`config.mk`:
```
export PLATFORM = sky130hd
export DESIGN_NAME = fp4mac_dot_sequencer
export DESIGN_NICKNAME = d
export VERILOG_FILES = /design/src/rtl/fp4mac_dot_sequencer.sv
export SDC_FILE = /design/constraint.sdc
export NUM_CORES = 1
export LEC_CHECK = 0
export CAP_MARGIN = 10
export CORE_ASPECT_RATIO = 1.1
export CORE_MARGIN = 8
export CORE_UTILIZATION = 54
export CTS_CLUSTER_DIAMETER = 150
export DETAILED_ROUTE_END_ITERATION = 7
export GPL_ROUTABILITY_DRIVEN = 0
export PLACE_DENSITY = 0.8
export REMOVE_ABC_BUFFERS = 1
export SYNTH_ARGS = -nofsm -noshare
export SYNTH_HDL_FRONTEND = slang
export SYNTH_SLANG_ARGS = --single-unit
```
`constraint.sdc`:
```
create_clock -name i_clk -period 3.15 [get_ports i_clk]
set_input_delay 0.7875 -clock i_clk [delete_from_list [all_inputs] [get_ports i_clk]]
set_output_delay 0.7875 -clock i_clk [all_outputs]
set_load 0.02 [all_outputs]
```
`src/rtl/fp4mac_dot_sequencer.sv`:
```
// Dot-product sequencer for the FP4 MAC: unpacks packed E2M1 operand words,
// streams one element per cycle, drains, flushes and returns the FP4 result.
module fp4mac_dot_sequencer #(
    parameter int LEN_W     = 12,
    parameter int DRAIN_CYC = 3,
    parameter int TIMEOUT   = 64
) (
    input  logic             i_clk,
    input  logic             i_rst_n,
    input  logic             i_start,
    input  logic [LEN_W-1:0] i_len,
    output logic             o_busy,
    input  logic             i_word_valid,
    output logic             o_word_ready,
    input  logic [31:0]      i_a_word,
    input  logic [31:0]      i_b_word,
    output logic             o_mac_clear,
    output logic             o_mac_in_valid,
    output logic             o_mac_flush,
    output logic [3:0]       o_mac_a,
    output logic [3:0]       o_mac_b,
    input  logic             i_mac_fp4_valid,
    input  logic [3:0]       i_mac_fp4,
    output logic             o_res_valid,
    input  logic             i_res_ready,
    output logic [3:0]       o_res,
    output logic             o_err
);

    localparam int DW = (DRAIN_CYC > 1) ? $clog2(DRAIN_CYC) : 1;
    localparam int TW = (TIMEOUT > 1) ? $clog2(TIMEOUT) : 1;
    localparam logic [DW-1:0]    DRAIN_LAST   = DW'(DRAIN_CYC - 1);
    localparam logic [TW-1:0]    TIMEOUT_LAST = TW'(TIMEOUT - 1);
    localparam logic [LEN_W-1:0] ZERO_L       = LEN_W'(0);
    localparam logic [LEN_W-1:0] ONE_L        = LEN_W'(1);

    typedef enum logic [2:0] {
        ST_IDLE   = 3'd0,
        ST_CLEAR  = 3'd1,
        ST_STREAM = 3'd2,
        ST_DRAIN  = 3'd3,
        ST_FLUSH  = 3'd4,
        ST_WAIT   = 3'd5,
        ST_RESULT = 3'd6
    } state_t;

    state_t           state_r, state_nxt_s;
    logic [LEN_W-1:0] cnt_r, words_left_r;
    logic [LEN_W:0]   len_sum_s;
    logic [LEN_W-1:0] len_words_s;
    logic [2:0]       fin_lane_r, lane_r, last_r, lane_nxt_s, last_nxt_s;
    logic [31:0]      buf_a_r, buf_b_r, buf_a_nxt_s, buf_b_nxt_s;
    logic             full_r, full_nxt_s;
    logic             load_s, emit_s, last_emit_s, fetch_s, word_ready_s, feed_nxt_s;
    logic [DW-1:0]    dcnt_r;
    logic [TW-1:0]    tcnt_r;
    logic             mac_clear_r, mac_in_valid_r, mac_flush_r;
    logic [3:0]       mac_a_r, mac_b_r, res_r;
    logic             res_valid_r, err_r, busy_r;

    function automatic logic [3:0] lane_sel(input logic [31:0] w, input logic [2:0] k);
        lane_sel = w[{k, 2'b00} +: 4];
    endfunction

    assign len_sum_s   = {1'b0, i_len} + (LEN_W + 1)'(7);
    assign len_words_s = LEN_W'(len_sum_s[LEN_W:3]);

    // Next-state, word-buffer advance and operand handshake
    always_comb begin
        state_nxt_s  = state_r;
        buf_a_nxt_s  = buf_a_r;
        buf_b_nxt_s  = buf_b_r;
        lane_nxt_s   = lane_r;
        last_nxt_s   = last_r;
        full_nxt_s   = full_r;
        load_s       = 1'b0;
        emit_s       = 1'b0;
        last_emit_s  = 1'b0;
        fetch_s      = 1'b0;
        word_ready_s = 1'b0;
        case (state_r)
            ST_IDLE: begin
                load_s = i_start;
                if (i_start) state_nxt_s = ST_CLEAR;
                else         state_nxt_s = ST_IDLE;
            end
            ST_CLEAR: begin
                if (cnt_r == ZERO_L) state_nxt_s = ST_DRAIN;
                else                 state_nxt_s = ST_STREAM;
            end
            ST_STREAM: begin
                emit_s       = full_r;
                last_emit_s  = full_r && (lane_r == last_r);
                // Refill during the last used lane so words arrive back-to-back
                word_ready_s = (words_left_r != ZERO_L) && (!full_r || last_emit_s);
                fetch_s      = word_ready_s && i_word_valid;
                if (fetch_s) begin
                    buf_a_nxt_s = i_a_word;
                    buf_b_nxt_s = i_b_word;
                    lane_nxt_s  = 3'd0;
                    full_nxt_s  = 1'b1;
                    last_nxt_s  = (words_left_r == ONE_L) ? fin_lane_r : 3'd7;
                end else if (last_emit_s) begin
                    full_nxt_s = 1'b0;
                end else if (full_r) begin
                    lane_nxt_s = lane_r + 3'd1;
                end else begin
                    full_nxt_s = 1'b0;
                end
                if (full_r && (cnt_r == ONE_L)) state_nxt_s = ST_DRAIN;
                else                            state_nxt_s = ST_STREAM;
            end
            ST_DRAIN: begin
                if (dcnt_r == DRAIN_LAST) state_nxt_s = ST_FLUSH;
                else                      state_nxt_s = ST_DRAIN;
            end
            ST_FLUSH: state_nxt_s = ST_WAIT;
            ST_WAIT: begin
                if (i_mac_fp4_valid || (tcnt_r == TIMEOUT_LAST)) state_nxt_s = ST_RESULT;
                else                                             state_nxt_s = ST_WAIT;
            end
            ST_RESULT: begin
                if (i_res_ready) state_nxt_s = ST_IDLE;
                else             state_nxt_s = ST_RESULT;
            end
            default: state_nxt_s = ST_IDLE;
        endcase
        feed_nxt_s = (state_nxt_s == ST_STREAM) && full_nxt_s;
    end

    // State, counters, word buffer and all registered outputs
    always_ff @(posedge i_clk or negedge i_rst_n) begin
        if (!i_rst_n) begin
            state_r        <= ST_IDLE;
            cnt_r          <= ZERO_L;
            words_left_r   <= ZERO_L;
            fin_lane_r     <= 3'd0;
            buf_a_r        <= 32'd0;
            buf_b_r        <= 32'd0;
            lane_r         <= 3'd0;
            last_r         <= 3'd0;
            full_r         <= 1'b0;
            dcnt_r         <= DW'(0);
            tcnt_r         <= TW'(0);
            mac_clear_r    <= 1'b0;
            mac_in_valid_r <= 1'b0;
            mac_flush_r    <= 1'b0;
            mac_a_r        <= 4'd0;
            mac_b_r        <= 4'd0;
            res_r          <= 4'd0;
            err_r          <= 1'b0;
            res_valid_r    <= 1'b0;
            busy_r         <= 1'b0;
        end else begin
            state_r <= state_nxt_s;
            buf_a_r <= buf_a_nxt_s;
            buf_b_r <= buf_b_nxt_s;
            lane_r  <= lane_nxt_s;
            last_r  <= last_nxt_s;
            full_r  <= full_nxt_s && (state_nxt_s == ST_STREAM);
            if (load_s) begin
                cnt_r        <= i_len;
                words_left_r <= len_words_s;
                fin_lane_r   <= i_len[2:0] - 3'd1;
            end else begin
                if (emit_s && (cnt_r != ZERO_L))          cnt_r        <= cnt_r - ONE_L;
                if (fetch_s && (words_left_r != ZERO_L)) words_left_r <= words_left_r - ONE_L;
            end
            dcnt_r <= (state_r == ST_DRAIN) ? dcnt_r + DW'(1) : DW'(0);
            tcnt_r <= (state_r == ST_WAIT)  ? tcnt_r + TW'(1) : TW'(0);
            mac_clear_r    <= (state_nxt_s == ST_CLEAR);
            mac_flush_r    <= (state_nxt_s == ST_FLUSH);
            mac_in_valid_r <= feed_nxt_s;
            if (feed_nxt_s) begin
                mac_a_r <= lane_sel(buf_a_nxt_s, lane_nxt_s);
                mac_b_r <= lane_sel(buf_b_nxt_s, lane_nxt_s);
            end
            if (state_r == ST_WAIT) begin
                if (i_mac_fp4_valid) begin
                    res_r <= i_mac_fp4;
                    err_r <= 1'b0;
                end else if (tcnt_r == TIMEOUT_LAST) begin
                    res_r <= 4'd0;
                    err_r <= 1'b1;
                end
            end
            res_valid_r <= (state_nxt_s == ST_RESULT);
            busy_r      <= (state_nxt_s != ST_IDLE);
        end
    end

    assign o_busy         = busy_r;
    assign o_word_ready   = word_ready_s;
    assign o_mac_clear    = mac_clear_r;
    assign o_mac_in_valid = mac_in_valid_r;
    assign o_mac_flush    = mac_flush_r;
    assign o_mac_a        = mac_a_r;
    assign o_mac_b        = mac_b_r;
    assign o_res_valid    = res_valid_r;
    assign o_res          = res_r;
    assign o_err          = err_r;

endmodule
```
After elaboration in Yosys (flattened, before gate mapping):

Index checks and enable logic that the tools add are counted.

* $add $sub $neg: 7
* eq/ne operators: 15
* shifts and indexed selects: 2
* multiplexer cells: 34
* reduce and logical (&&, ||, !) cells: 20

Operators with widths (count)
* $mux W32: 4
* $shiftx A32 B6 Y4: 2
* $mux W12: 4
* $eq A12 B1 Y1 const B: 2
* $reduce_bool A12 Y1: 2
* $sub A12 B1 Y12 const B: 2
* $mux W3: 7
* $pmux W3 S7: 1
* $eq A3 B3 Y1 const B: 5
* $add A12 B3 Y13 const B: 1
* $mux W1: 13
* $logic_not A12 Y1: 1
* $eq A3 B2 Y1 const B: 3
* $mux W4: 2
* $logic_and A1 B1 Y1: 7
* $add A6 B1 Y6 const B: 1
* $eq A3 B1 Y1 const B: 2
* $eq A6 B6 Y1 const B: 1
* $mux W6: 1
* $reduce_bool A2 Y1: 3
* $mux W2: 2
* $reduce_and A2 Y1: 2
* $add A3 B1 Y3 const B: 1
* $eq A3 B3 Y1: 1
* other kinds (7): 8

* register bits after elaboration: 126
* output and inout bits: 19
* word-level logic and storage cells: 97

Logic depth before layout (Yosys ltp):

* word-level depth: 9
* depth in mapped cells: 10

Worst setup path before layout:

OpenSTA, ideal clock, no wires.

* kind: flip-flop to flip-flop
* from: register tcnt_r[0]
* to: register mac_b_r[2], in the netlist o_mac_b[2]
* library setup time: 0.132 ns
* arrival: 2.270 ns
* data required time: 3.018 ns
* slack: 0.748 ns
* stages on the path, launching flop included: 10
* buffers on the path: 1
* period minus slack after synthesis: 2.402 ns
* cells stage by stage: dfrtp_1 > ha_1 > and3_1 > and3_1 > or4b_2 > o2111a_1 > nand4b_2 > buf_2 > inv_2 > a2bb2oi_1

* word-level cells in the longest chain between the ends: 6

RTL lines
* start, declared: line 56 `logic [TW-1:0] tcnt_r;`
* start signal, assigned: line 170 `tcnt_r <= (state_r == ST_WAIT) ? tcnt_r + TW'(1) : TW'(0);`
* $eq A6 B6 Y1: line 119 `if (i_mac_fp4_valid || (tcnt_r == TIMEOUT_LAST)) state_nxt_s = ST_RESULT;`
* $logic_or A1 B1 Y1: line 119
* $mux W2: line 119
* $pmux W3 S7: line 81 `case (state_r)`
* $eq A3 B2 Y1: line 128 `feed_nxt_s = (state_nxt_s == ST_STREAM) && full_nxt_s;`
* $logic_and A1 B1 Y1: line 128
* named net feed_nxt_s: line 54 `logic load_s, emit_s, last_emit_s, fetch_s, word_ready_s, feed_nxt_s;`
* end signal, assigned: line 176 `mac_b_r <= lane_sel(buf_b_nxt_s, lane_nxt_s);`
* end, declared: line 58 `logic [3:0] mac_a_r, mac_b_r, res_r;`

The timed path passes the listed nets, and every way through them passes these cells.
A chain may end at the register's enable or synchronous reset.

Worst setup path in the final report:

* from: register words_left_r[8]
* to: output o_word_ready

* word-level cells in the longest chain between the ends: 3

RTL lines
* start, declared: line 48 `logic [LEN_W-1:0] cnt_r, words_left_r;`
* start signal, assigned: line 163 `words_left_r <= len_words_s;`
* start signal, assigned: line 167 `if (fetch_s && (words_left_r != ZERO_L)) words_left_r <= words_left_r - ONE_L;`
* $reduce_bool A12 Y1: line 95 `word_ready_s = (words_left_r != ZERO_L) && (!full_r || last_emit_s);`
* $logic_and A1 B1 Y1: line 95
* $mux W1: line 81
* end, declared: line 14 `output logic o_word_ready,`

No other way between the ends.

==> results.sh <==
export IMPL_yosysSeqAreaShare_pct=47.7
export IMPL_grt_overflow=0
export IMPL_cts_htree_levels=4
export IMPL_grt_total_usage_pct=22.7
export IMPL_pwr_share_seq_pct=35.6
export IMPL_syn_avg_cell_area_um2=8.91
export IMPL_post_route_period_util_pct=97.0
export IMPL_peakVddDrop_uv=472
export IMPL_vias_per_cell=5.78
export IMPL_ioPinCount=105
export IMPL_clk_latency_ns=0.42
export IMPL_cts_tree="done"
export IMPL_yosys_warnings=0
export IMPL_finalSetupViolCount=0
export IMPL_syn_area_mm2=0.00661
export IMPL_synth_flop_cell="dfrtp_1"
export IMPL_clockBufferDepth=2
export IMPL_cp_cell_sequence="nor3_1 -> nand4_1 -> and3_1 -> clkdlybuf4s50_1"
export IMPL_synth_top_area_share_pct=47.7
export IMPL_synth_area_leaders="dfrtp_1, nand2_1, nor2_1, xnor2_1, mux2i_1"
export IMPL_postRouteAntennaNets=0
export IMPL_clkPwrFrac_pct=26.6
export IMPL_dieArea_mm2=0.0160
export IMPL_max_slew_margin_pct=34.2
export IMPL_area_delta_synth_final_pct=28.9
export IMPL_r2r_slack_ns=0.30
export IMPL_cap_violations=0
export IMPL_vias=5850
export IMPL_r2r_start="last_r[1]$_DFFE_PN0N_"
export IMPL_drv_slew=0
export IMPL_postCtsSetupRepairBufs=0
export IMPL_crit_required_ns=2.36
export IMPL_rsz0062_at_grt="false"
export IMPL_die_x_um=121
export IMPL_placed_cells=981
export IMPL_grt_pass1_vias=6185
export IMPL_cp_end_kind="output port"
export IMPL_utilization_pct=71.1
export IMPL_drcViolationCount=0
export IMPL_finalInstanceArea_mm2=0.00852
export IMPL_grt_pass1_wl_mm=29.6
export IMPL_drt_total_wl_mm=17.4
export IMPL_leakagePower_uw=0.00396
export IMPL_syn_inst=742
export IMPL_fmax_ghz=0.327
export IMPL_fin_skew_ns=0.00793
export IMPL_fp_row_count=42
export IMPL_portBuffers=104
export IMPL_setup_tns_final_ns=0
export IMPL_critPathMaxFanout=4
export IMPL_drt_pass1_iter_count=7
export IMPL_yosysTopAreaCell="dfrtp_1"
export IMPL_r2r_end="o_mac_b[1]$_DFFE_PN0P_"
export IMPL_critPathKind="reg2out"
export IMPL_diodes=0
export IMPL_final_common_cell="nand2_1"
export IMPL_layout_cells_non_filler=1012
export IMPL_coreArea_mm2=0.0120
export IMPL_synthArstFlopShare_pct=100
export IMPL_switching_share_pct=37.1
export IMPL_critPathLaunchType="register"
export IMPL_outcome="complete, no violations"
export IMPL_hold_path_class="in2async"
export IMPL_clk_pin_slew_ns=0.05
export IMPL_cts_buffers=17
export IMPL_worstPathArrival_ns=2.27
export IMPL_cpMaxStageDelayCell="clkdlybuf4s50_1"
export IMPL_dp_hpwl_mm=12.1
export IMPL_placed_area_mm2=0.00784
export IMPL_drive_gt1_share_pct=8.86
export IMPL_hold_violations=0
export IMPL_ff2ff_path_depth=8
export IMPL_ys_types=74
export IMPL_drtIter0Drc=514
export IMPL_power_density_mw_per_mm2=961
export IMPL_power_internal_uw=5150
export IMPL_antenna_found_initial=0
export IMPL_synth_edf_count=0
export IMPL_initial_core_util_pct=55.2
export IMPL_min_period_ns=3.06
export IMPL_root_buffer="clkbuf_16"
export IMPL_die_y_um=132
export IMPL_synth_seq_cells=126
export IMPL_worst_pin_slew_ns=0.982
export IMPL_fin_nets=942
export IMPL_final_cell_mix="nand2_1, dfrtp_1, clkdlybuf4s50_1"
export IMPL_ctsHoldBuffers=0
export IMPL_switching_power_uw=3040
export IMPL_pwr_share_comb_pct=37.8
export IMPL_cpPeakStageDelay_ns=0.54
export IMPL_cts_sinks=126
export IMPL_grt_max_degree=59
export IMPL_wl_per_cell_um=17.2
[critical path, delay by kind of cell (launching register included)]
family | cells | cell delay [ns]
buf+inv | 1 | 0.54
flops | 1 | 0.41
simple gates | 3 | 0.89
[flip-flops by register name (all words and copies together), names as in the netlist, 2 cells and up]
register,cells
buf_b_r,32
o_mac_b,4
last_r,3
fin_lane_r,3
words_left_r,12
lane_r,3
o_mac_a,4
o_res,4
state_r,3
buf_a_r,32
dcnt_r,2
tcnt_r,6
cnt_r,12
[through the flow]
step           hold slack [ns]  worst slack (ns)  total power (uW)
2_1_floorplan            0.403            -0.792              4830
3_3_place_gp             0.415             0.383              5780
3_5_place_dp             0.448             0.218              5930
4_1_cts                  0.376            0.0512              8180
5_1_grt                  0.401            0.0125              8720
6_report                 0.350            0.0942              8190
[synth_stat cells, drive strengths merged (10+ instances only)]
library cell  instances
a21oi                18
clkbuf               24
dfrtp               126
inv                  15
nor3                 14
buf                  15
o21ai                27
ha                   10
nand3                10
nand2               241
mux2i                14
nor2                 56
xnor2                20
xor2                 12
[metal layers]
layer	GRT usage (%)	wire length (um)
met5	0	0
met4	8.72	310
met1	27.2	7160
met3	5.06	930
met2	38.5	8990
[how the worst max path moves through the flow]
stage / from / endpoint / slack, ns / depth (start not counted)
global placement: i_word_valid / words_left_r[10]$_DFFE_PN0P_ / 0.38 / 6
global route: lane_r[1]$_DFF_PN0_ / o_word_ready / 0.01 / 4
finish: words_left_r[8]$_DFFE_PN0P_ / o_word_ready / 0.09 / 4
detailed placement: i_mac_fp4_valid / o_mac_b[2]$_DFFE_PN0P_ / 0.22 / 7
floorplan: lane_r[2]$_DFF_PN0_ / o_mac_b[0]$_DFFE_PN0P_ / -0.79 / 6
CTS: words_left_r[6]$_DFFE_PN0P_ / o_word_ready / 0.05 / 4
[power by group through the flow]
stage          clock, uW  combinational, uW  sequential [uW]
3_5_place_dp           0               3050             2890
2_1_floorplan          0               1990             2840
3_3_place_gp           0               2930             2850
5_1_grt             2270               3450             3000
4_1_cts             2200               3100             2890
6_report            2180               3100             2910
[repair_timing]
action	4_1_cts	5_1_grt
resized for setup	2	3
endpoints found under the setup margin	1	1
pin swaps	0	0
[kinds of logic after synthesis]
family / synth area share [%]
AOI/OAI and AO/OA: 13.6
xor gates and xnor gates: 4.58
adders and majority gates: 1.89
buffers and inverters: 3.62
DFF: 47.7
muxes: 2.80
and+or+nand+nor: 25.8
[layout make-up]
cell class	instances	area, um^2
clock buffer	26	509
clock inverter	5	150
multi-input combinational	561	3240
sequential	126	3150
tap	154	193
inverter	16	60.1
fill	856	3460
timing repair buffer	124	1210
No activity file was read; power rests on OpenSTA's default activity.
